### config.mk
export PLATFORM = sky130hd
export DESIGN_NAME = uart_cmd_parser
export DESIGN_NICKNAME = d
export VERILOG_FILES = /design/src/rtl/uart_cmd_parser.sv
export SDC_FILE = /design/constraint.sdc
export NUM_CORES = 1
export LEC_CHECK = 0
export CAP_MARGIN = 30
export CORE_MARGIN = 5
export CORE_UTILIZATION = 30
export CTS_CLUSTER_SIZE = 28
export DETAILED_ROUTE_END_ITERATION = 8
export PLACE_DENSITY = 0.49
export SETUP_SLACK_MARGIN = 0.2
export SYNTH_ARGS = -nofsm -noshare
export SYNTH_HDL_FRONTEND = slang
export SYNTH_SLANG_ARGS = --single-unit
### constraint.sdc
create_clock -name clk -period 9.27 [get_ports clk]
set_input_delay 0.927 -clock clk [delete_from_list [all_inputs] [get_ports clk]]
set_output_delay 0.927 -clock clk [all_outputs]
set_load 0.05 [all_outputs]
### src/rtl/uart_cmd_parser.sv
// rtl/uart_cmd_parser.sv - framed register-access command engine between the UART FIFOs and a register bus
// Frames are SYNC OP ADDR [DATA] CHK; replies are ACK, ACK + read data, or NAK.
module uart_cmd_parser #(
  parameter int                BITLEN       = 8,
  parameter logic [BITLEN-1:0] SYNC_BYTE    = BITLEN'(8'hA5),
  parameter int                BYTE_TIMEOUT = 1_000_000,
  parameter int                RD_TIMEOUT   = 255
) (
  input  logic              clk,
  input  logic              rstb,
  input  logic [BITLEN-1:0] rx_data,
  input  logic              rx_empty,
  output logic              rx_read,
  output logic [BITLEN-1:0] tx_data,
  input  logic              tx_full,
  output logic              tx_write,
  output logic [BITLEN-1:0] reg_addr,
  output logic [BITLEN-1:0] reg_wdata,
  output logic              reg_wr,
  output logic              reg_rd,
  input  logic [BITLEN-1:0] reg_rdata,
  input  logic              reg_rd_valid,
  output logic              frame_err,
  output logic              busy
);

  localparam int BT_W = $clog2(BYTE_TIMEOUT + 1);
  localparam int RT_W = $clog2(RD_TIMEOUT + 1);

  localparam logic [BITLEN-1:0] OP_WR = BITLEN'(8'h01);
  localparam logic [BITLEN-1:0] OP_RD = BITLEN'(8'h02);
  localparam logic [BITLEN-1:0] ACK   = BITLEN'(8'h06);
  localparam logic [BITLEN-1:0] NAK   = BITLEN'(8'h15);

  typedef enum logic [3:0] {
    S_IDLE,
    S_OP,
    S_ADDR,
    S_DATA,
    S_CHK,
    S_EXEC_WR,
    S_EXEC_RD,
    S_WAIT_RD,
    S_RESP
  } state_t;

  state_t            state;
  state_t            state_nxt;
  logic [BITLEN-1:0] op_q;
  logic [BITLEN-1:0] addr_q;
  logic [BITLEN-1:0] wdata_q;
  logic [BT_W-1:0]   byte_cnt;
  logic [RT_W-1:0]   rd_cnt;
  logic [1:0]        q_n;
  logic [BITLEN-1:0] q0;
  logic [BITLEN-1:0] q1;
  logic              tx_write_q;
  logic [BITLEN-1:0] tx_data_q;
  logic              frame_err_q;

  logic              in_frame;
  logic              is_wr;
  logic [BITLEN-1:0] chk_exp;
  logic              byte_to;
  logic              rd_to;
  logic              err;
  logic              load;
  logic [1:0]        load_n;
  logic [BITLEN-1:0] load_b0;
  logic [BITLEN-1:0] load_b1;
  logic [1:0]        qn_eff;
  logic [BITLEN-1:0] q0_eff;
  logic [BITLEN-1:0] q1_eff;
  logic              push;

  assign in_frame = (state == S_OP) || (state == S_ADDR) || (state == S_DATA) || (state == S_CHK);
  // Gated by reset so nothing is popped while the frame state is being cleared.
  assign rx_read  = (in_frame || state == S_IDLE) && !rx_empty && !rstb;
  assign is_wr    = (op_q == OP_WR);
  assign chk_exp  = op_q ^ addr_q ^ (is_wr ? wdata_q : '0);
  assign byte_to  = in_frame && !rx_read && (byte_cnt == BT_W'(BYTE_TIMEOUT - 1));
  assign rd_to    = (state == S_WAIT_RD) && !reg_rd_valid && (rd_cnt == RT_W'(RD_TIMEOUT - 1));

  always_comb begin
    state_nxt = state;
    err       = 1'b0;
    load      = 1'b0;
    load_n    = 2'd0;
    load_b0   = '0;
    load_b1   = '0;
    case (state)
      S_IDLE: begin
        if (rx_read && rx_data == SYNC_BYTE) state_nxt = S_OP;
      end
      S_OP: begin
        if (rx_read) begin
          if (rx_data == OP_WR || rx_data == OP_RD) begin
            state_nxt = S_ADDR;
          end else begin
            err       = 1'b1;
            state_nxt = S_RESP;
            load      = 1'b1;
            load_n    = 2'd1;
            load_b0   = NAK;
          end
        end
      end
      S_ADDR: begin
        if (rx_read) state_nxt = is_wr ? S_DATA : S_CHK;
      end
      S_DATA: begin
        if (rx_read) state_nxt = S_CHK;
      end
      S_CHK: begin
        if (rx_read) begin
          if (rx_data != chk_exp) begin
            err       = 1'b1;
            state_nxt = S_RESP;
            load      = 1'b1;
            load_n    = 2'd1;
            load_b0   = NAK;
          end else begin
            state_nxt = is_wr ? S_EXEC_WR : S_EXEC_RD;
          end
        end
      end
      S_EXEC_WR: begin
        state_nxt = S_RESP;
        load      = 1'b1;
        load_n    = 2'd1;
        load_b0   = ACK;
      end
      S_EXEC_RD: begin
        state_nxt = S_WAIT_RD;
      end
      S_WAIT_RD: begin
        if (reg_rd_valid) begin
          state_nxt = S_RESP;
          load      = 1'b1;
          load_n    = 2'd2;
          load_b0   = ACK;
          load_b1   = reg_rdata;
        end else if (rd_to) begin
          err       = 1'b1;
          state_nxt = S_RESP;
          load      = 1'b1;
          load_n    = 2'd1;
          load_b0   = NAK;
        end
      end
      S_RESP: begin
        if (q_n == 2'd0) state_nxt = S_IDLE;
      end
      default: state_nxt = S_IDLE;
    endcase
    // A silent line mid-frame abandons the frame without any reply.
    if (byte_to) begin
      err       = 1'b1;
      state_nxt = S_IDLE;
    end
  end

  // The queue being loaded is visible in the same cycle so the first reply byte
  // can launch on the cycle after the strobe or read completion.
  assign qn_eff = load ? load_n : q_n;
  assign q0_eff = load ? load_b0 : q0;
  assign q1_eff = load ? load_b1 : q1;
  // One push every other cycle at most, so a late tx_full is always seen in time.
  assign push   = (qn_eff != 2'd0) && !tx_full && !tx_write_q;

  always_ff @(posedge clk or posedge rstb) begin
    if (rstb) begin
      state       <= S_IDLE;
      op_q        <= '0;
      addr_q      <= '0;
      wdata_q     <= '0;
      byte_cnt    <= '0;
      rd_cnt      <= '0;
      q_n         <= 2'd0;
      q0          <= '0;
      q1          <= '0;
      tx_write_q  <= 1'b0;
      tx_data_q   <= '0;
      frame_err_q <= 1'b0;
    end else begin
      state       <= state_nxt;
      frame_err_q <= err;
      if (rx_read) begin
        case (state)
          S_OP:    op_q    <= rx_data;
          S_ADDR:  addr_q  <= rx_data;
          S_DATA:  wdata_q <= rx_data;
          default: ;
        endcase
      end
      if (!in_frame || rx_read) begin
        byte_cnt <= '0;
      end else if (byte_cnt != BT_W'(BYTE_TIMEOUT)) begin
        byte_cnt <= byte_cnt + 1'b1;
      end
      if (state != S_WAIT_RD || reg_rd_valid) begin
        rd_cnt <= '0;
      end else if (rd_cnt != RT_W'(RD_TIMEOUT)) begin
        rd_cnt <= rd_cnt + 1'b1;
      end
      tx_write_q <= push;
      if (push) begin
        tx_data_q <= q0_eff;
        q0        <= q1_eff;
        q1        <= '0;
        q_n       <= qn_eff - 2'd1;
      end else begin
        q0        <= q0_eff;
        q1        <= q1_eff;
        q_n       <= qn_eff;
      end
    end
  end

  assign tx_write  = tx_write_q;
  assign tx_data   = tx_data_q;
  assign reg_addr  = addr_q;
  assign reg_wdata = wdata_q;
  assign reg_wr    = (state == S_EXEC_WR);
  assign reg_rd    = (state == S_EXEC_RD);
  assign frame_err = frame_err_q;
  assign busy      = (state != S_IDLE);

endmodule
==> summary.txt <==
Max-Cap Viols: 0
Commonest cells in the netlist: dfrtp_1 (84), nor2_1 (47), mux2_2 (24)
Reg power frac: 0.375
Synth area leader: dfrtp_1
DR iter-0 viols: 154
Wirelength per Cell: 15.7 µm
Syn Area/Cell: 10.7 µm²
CP max stage delay: 0.61 ns
Fmax: 0.206 GHz
CP endpoint kind: register
WS Path Type: input port to register
Primary FF master, synth: dfrtp_1
Post-CTS Setup Bufs: 0
Drt via density: 5.00
Top cells by area, synth: dfrtp_1 (49%), mux2_2 (6.3%), nor2_1 (4.1%), xnor3_1 (3.7%), xor2_1 (3.5%)
Total track usage: 0.124
First-pass iteration count of the detailed router: 4
Die Width: 130 µm
Crit path cell chain: clkdlybuf4s50_1 -> xor3_1 -> nand2b_1 -> nor4_1 -> o22ai_2 -> o2111ai_2 -> and2_4 -> nand2_1 -> ha_1 -> or3_1 -> inv_1 -> and3_1 -> a22o_1
Global-route wire length before repair: 16300 µm
Vias in the first global route: 3218
Antenna fix cells: 0
Syn Nets: 427
Largest net degree at the start of global routing: 63
Top cell type's share of synthesized area: 0.488
Cell count after synthesis: 401
Adder-Cell Fraction of Synth Area: 0.0145
Count of different cell masters after synthesis: 55
Worst Setup Slack, final: 4.42 ns
Fillers: 1416
Synth warnings: 0
Synthesis-to-finish area growth: 22.9%
Rows: 43
Synthesized flop and latch total: 84
Outcome: finished clean
Crit path arrival time: 5.14 ns
DRC Markers: 0
Core footprint: 14000 µm²
Actual slew at the worst max-slew pin: 0.851 ns
Pre-CTS setup slack: 4.07 ns
Post-DP HPWL: 7010 µm
Initial antenna violation count: 0
Die Y: 130 µm
Sequential share of the synthesized area: 0.488
Post-synthesis cell area: 4300 µm²
Simple-Gate Fraction of Synth Area: 0.176
Switch Pwr: 402 µW
CTS resizes: 0
CTS tree: done
TritonCTS Sinks: 84
Sw Share: 0.326
Worst Hold Class: register to register
TritonCTS buffer count: 9
Final Hold Viols: 0
Worst-path clk slew: 0.06 ns
Skew final: 0.00971 ns
Vias: 3156
Comb pwr share: 0.310
Setup TNS: 0 ns
Most frequent cell after synthesis: dfrtp_1
Leak pwr: 0.00227 µW
H-tree lvl count: 3
Rel. slew slack: 0.428
Final Slew Violations: 0
Post-synth EDFFs: 0
Critical path's slowest cell: or3_1
Initial Utilization: 0.308
Post-synthesis async set-or-reset flop share: 1.00
Period minus WS final: 4.85 ns
Synth Area in Compound Gates: 0.118
PortBufs: 50
Internal power: 829 µW
Routability cong.: 0.764
Hold buffers post-CTS: 0
Final Cycle Share: 0.524
Main combinational cell family by area after synthesis: simple AND/OR/NAND/NOR gates
Worst Path Required: 9.55 ns
Later-pin clock latency in the skew report: 0.34 ns
Worst VDD drop: 0.0000951 V
Final Net Count: 472
Die Area: 16800 µm²
XOR/XNOR Fraction of Synth Area: 0.101
Power Density: 233 nW/µm²
Boundary pin count: 51
Share of post-route cells with drive strength above 1: 0.106
Root Driver: clkbuf_16
Drt total wl: 9880 µm
Setup crit start kind: input port
Buffer depth of the longest clock path: 2
Crit Path Max Fanout: 21
Antenna-violating nets left: 0
Setup violators final: 0
Mux contribution to synthesized area: 0.0674
Grt ovf: 0
RSZ-0062 raised after global routing: no
Clock Power Share: 0.314
layout make-up:
cell class | instances | area (µm²) | area share
multi-input combinational | 285 | 2050 | 0.388
tap | 180 | 225 | 0.0426
inverter | 13 | 50.0 | 0.00946
timing repair buffer | 53 | 543 | 0.103
clock inverter | 4 | 72.6 | 0.0137
sequential | 84 | 2100 | 0.397
clock buffer | 12 | 246 | 0.0466
metrics by stage:
step                      instance area, µm²   util  power [µW]  hold WS (ns)  std cells
after floorplan                         4300      -         759         0.458        401
after global placement                  4940  0.353         852         0.466        614
after detailed placement                4970  0.355         855         0.475        615
after CTS                               5290  0.378        1250         0.487        631
after global routing                    5290  0.378        1300         0.504        631
final                                   5290  0.378        1230         0.482        631
final timing paths:
kind | slack (ns) | depth (start not counted) | to | start
min | 0.48 | 1 | tx_data[4] | tx_data[4]
max reg2reg | 5.15 | 11 | tx_data[5] | op_q[1]
max | 4.42 | 13 | tx_data[5] | rx_data[7]
min in group asynchronous | 1.05 | 3 | tx_data[7] | rstb
min reg2reg | 0.48 | 1 | tx_data[4] | tx_data[4]
max in group asynchronous | 7.59 | 4 | byte_cnt[13] | rstb
layer usage:
metal / track usage / wire (µm) / up-vias
li1: - / - / 1544
met1: 0.160 / 4670 / 1559
met2: 0.201 / 4730 / 40
met3: 0.0287 / 298 / 13
met4: 0.0513 / 180 / 0
met5: 0 / 0 / -
layout by cell type, fill, tap and decap left out, drive strengths merged, types with 2 or more instances in the layout:
cell,synthesis,routed
inv,13,12
or3,4,4
a32oi,4,4
a31oi,2,2
mux2,24,24
nand2b,4,4
xnor3,7,7
mux2i,2,2
clkbuf,11,12
xor2,17,17
o21ai,5,5
nor3,12,12
xnor2,12,12
ha,5,5
a22o,13,13
clkinv,0,2
nor3b,2,2
a21oi,15,15
o2111ai,3,3
bufinv,0,2
a31o,2,2
dfrtp,84,84
a32o,5,5
and3,11,11
or4,2,2
nor2b,2,2
and2,7,7
nand3,18,18
buf,8,3
nor4,8,8
nor2,48,48
nand4,8,8
a211oi,2,2
o22ai,4,4
a21o,4,4
clkdlybuf4s50,0,50
nand2,19,19
power by group through the flow:
stage / sequential [µW] / clock (µW) / combinational, µW
2_1_floorplan: 500 / 0 / 260
3_3_place_gp: 468 / 0 / 383
3_5_place_dp: 468 / 0 / 386
4_1_cts: 462 / 400 / 388
5_1_grt: 469 / 415 / 416
6_report: 462 / 387 / 382
sequential cells by signal (all words and copies together), names as in the netlist, 4 cells and up:
name       flops
byte_cnt      20
op_q           8
q0             8
q1             8
rd_cnt         8
reg_addr       8
reg_wdata      8
state          4
tx_data        8
cell families after synthesis:
| group | count (synthesis) |
|---|---|
| adder cells (fa/ha/maj) | 5 |
| flip-flops | 84 |
| multiplexers | 26 |
| AO/OA/AOI/OAI | 67 |
| AND/OR/NAND/NOR | 150 |
| buffers and inverters | 32 |
| XOR/XNOR | 37 |
worst max-delay path, delay by kind of cell:
family,cells,cell delay (ns)
simple gates,6,1.66
buf+inv,2,1.12
compound gates,3,0.77
xor+xnor,1,0.46
fa+ha+maj,1,0.18
Note: power is estimated with default switching activity, not from simulation.
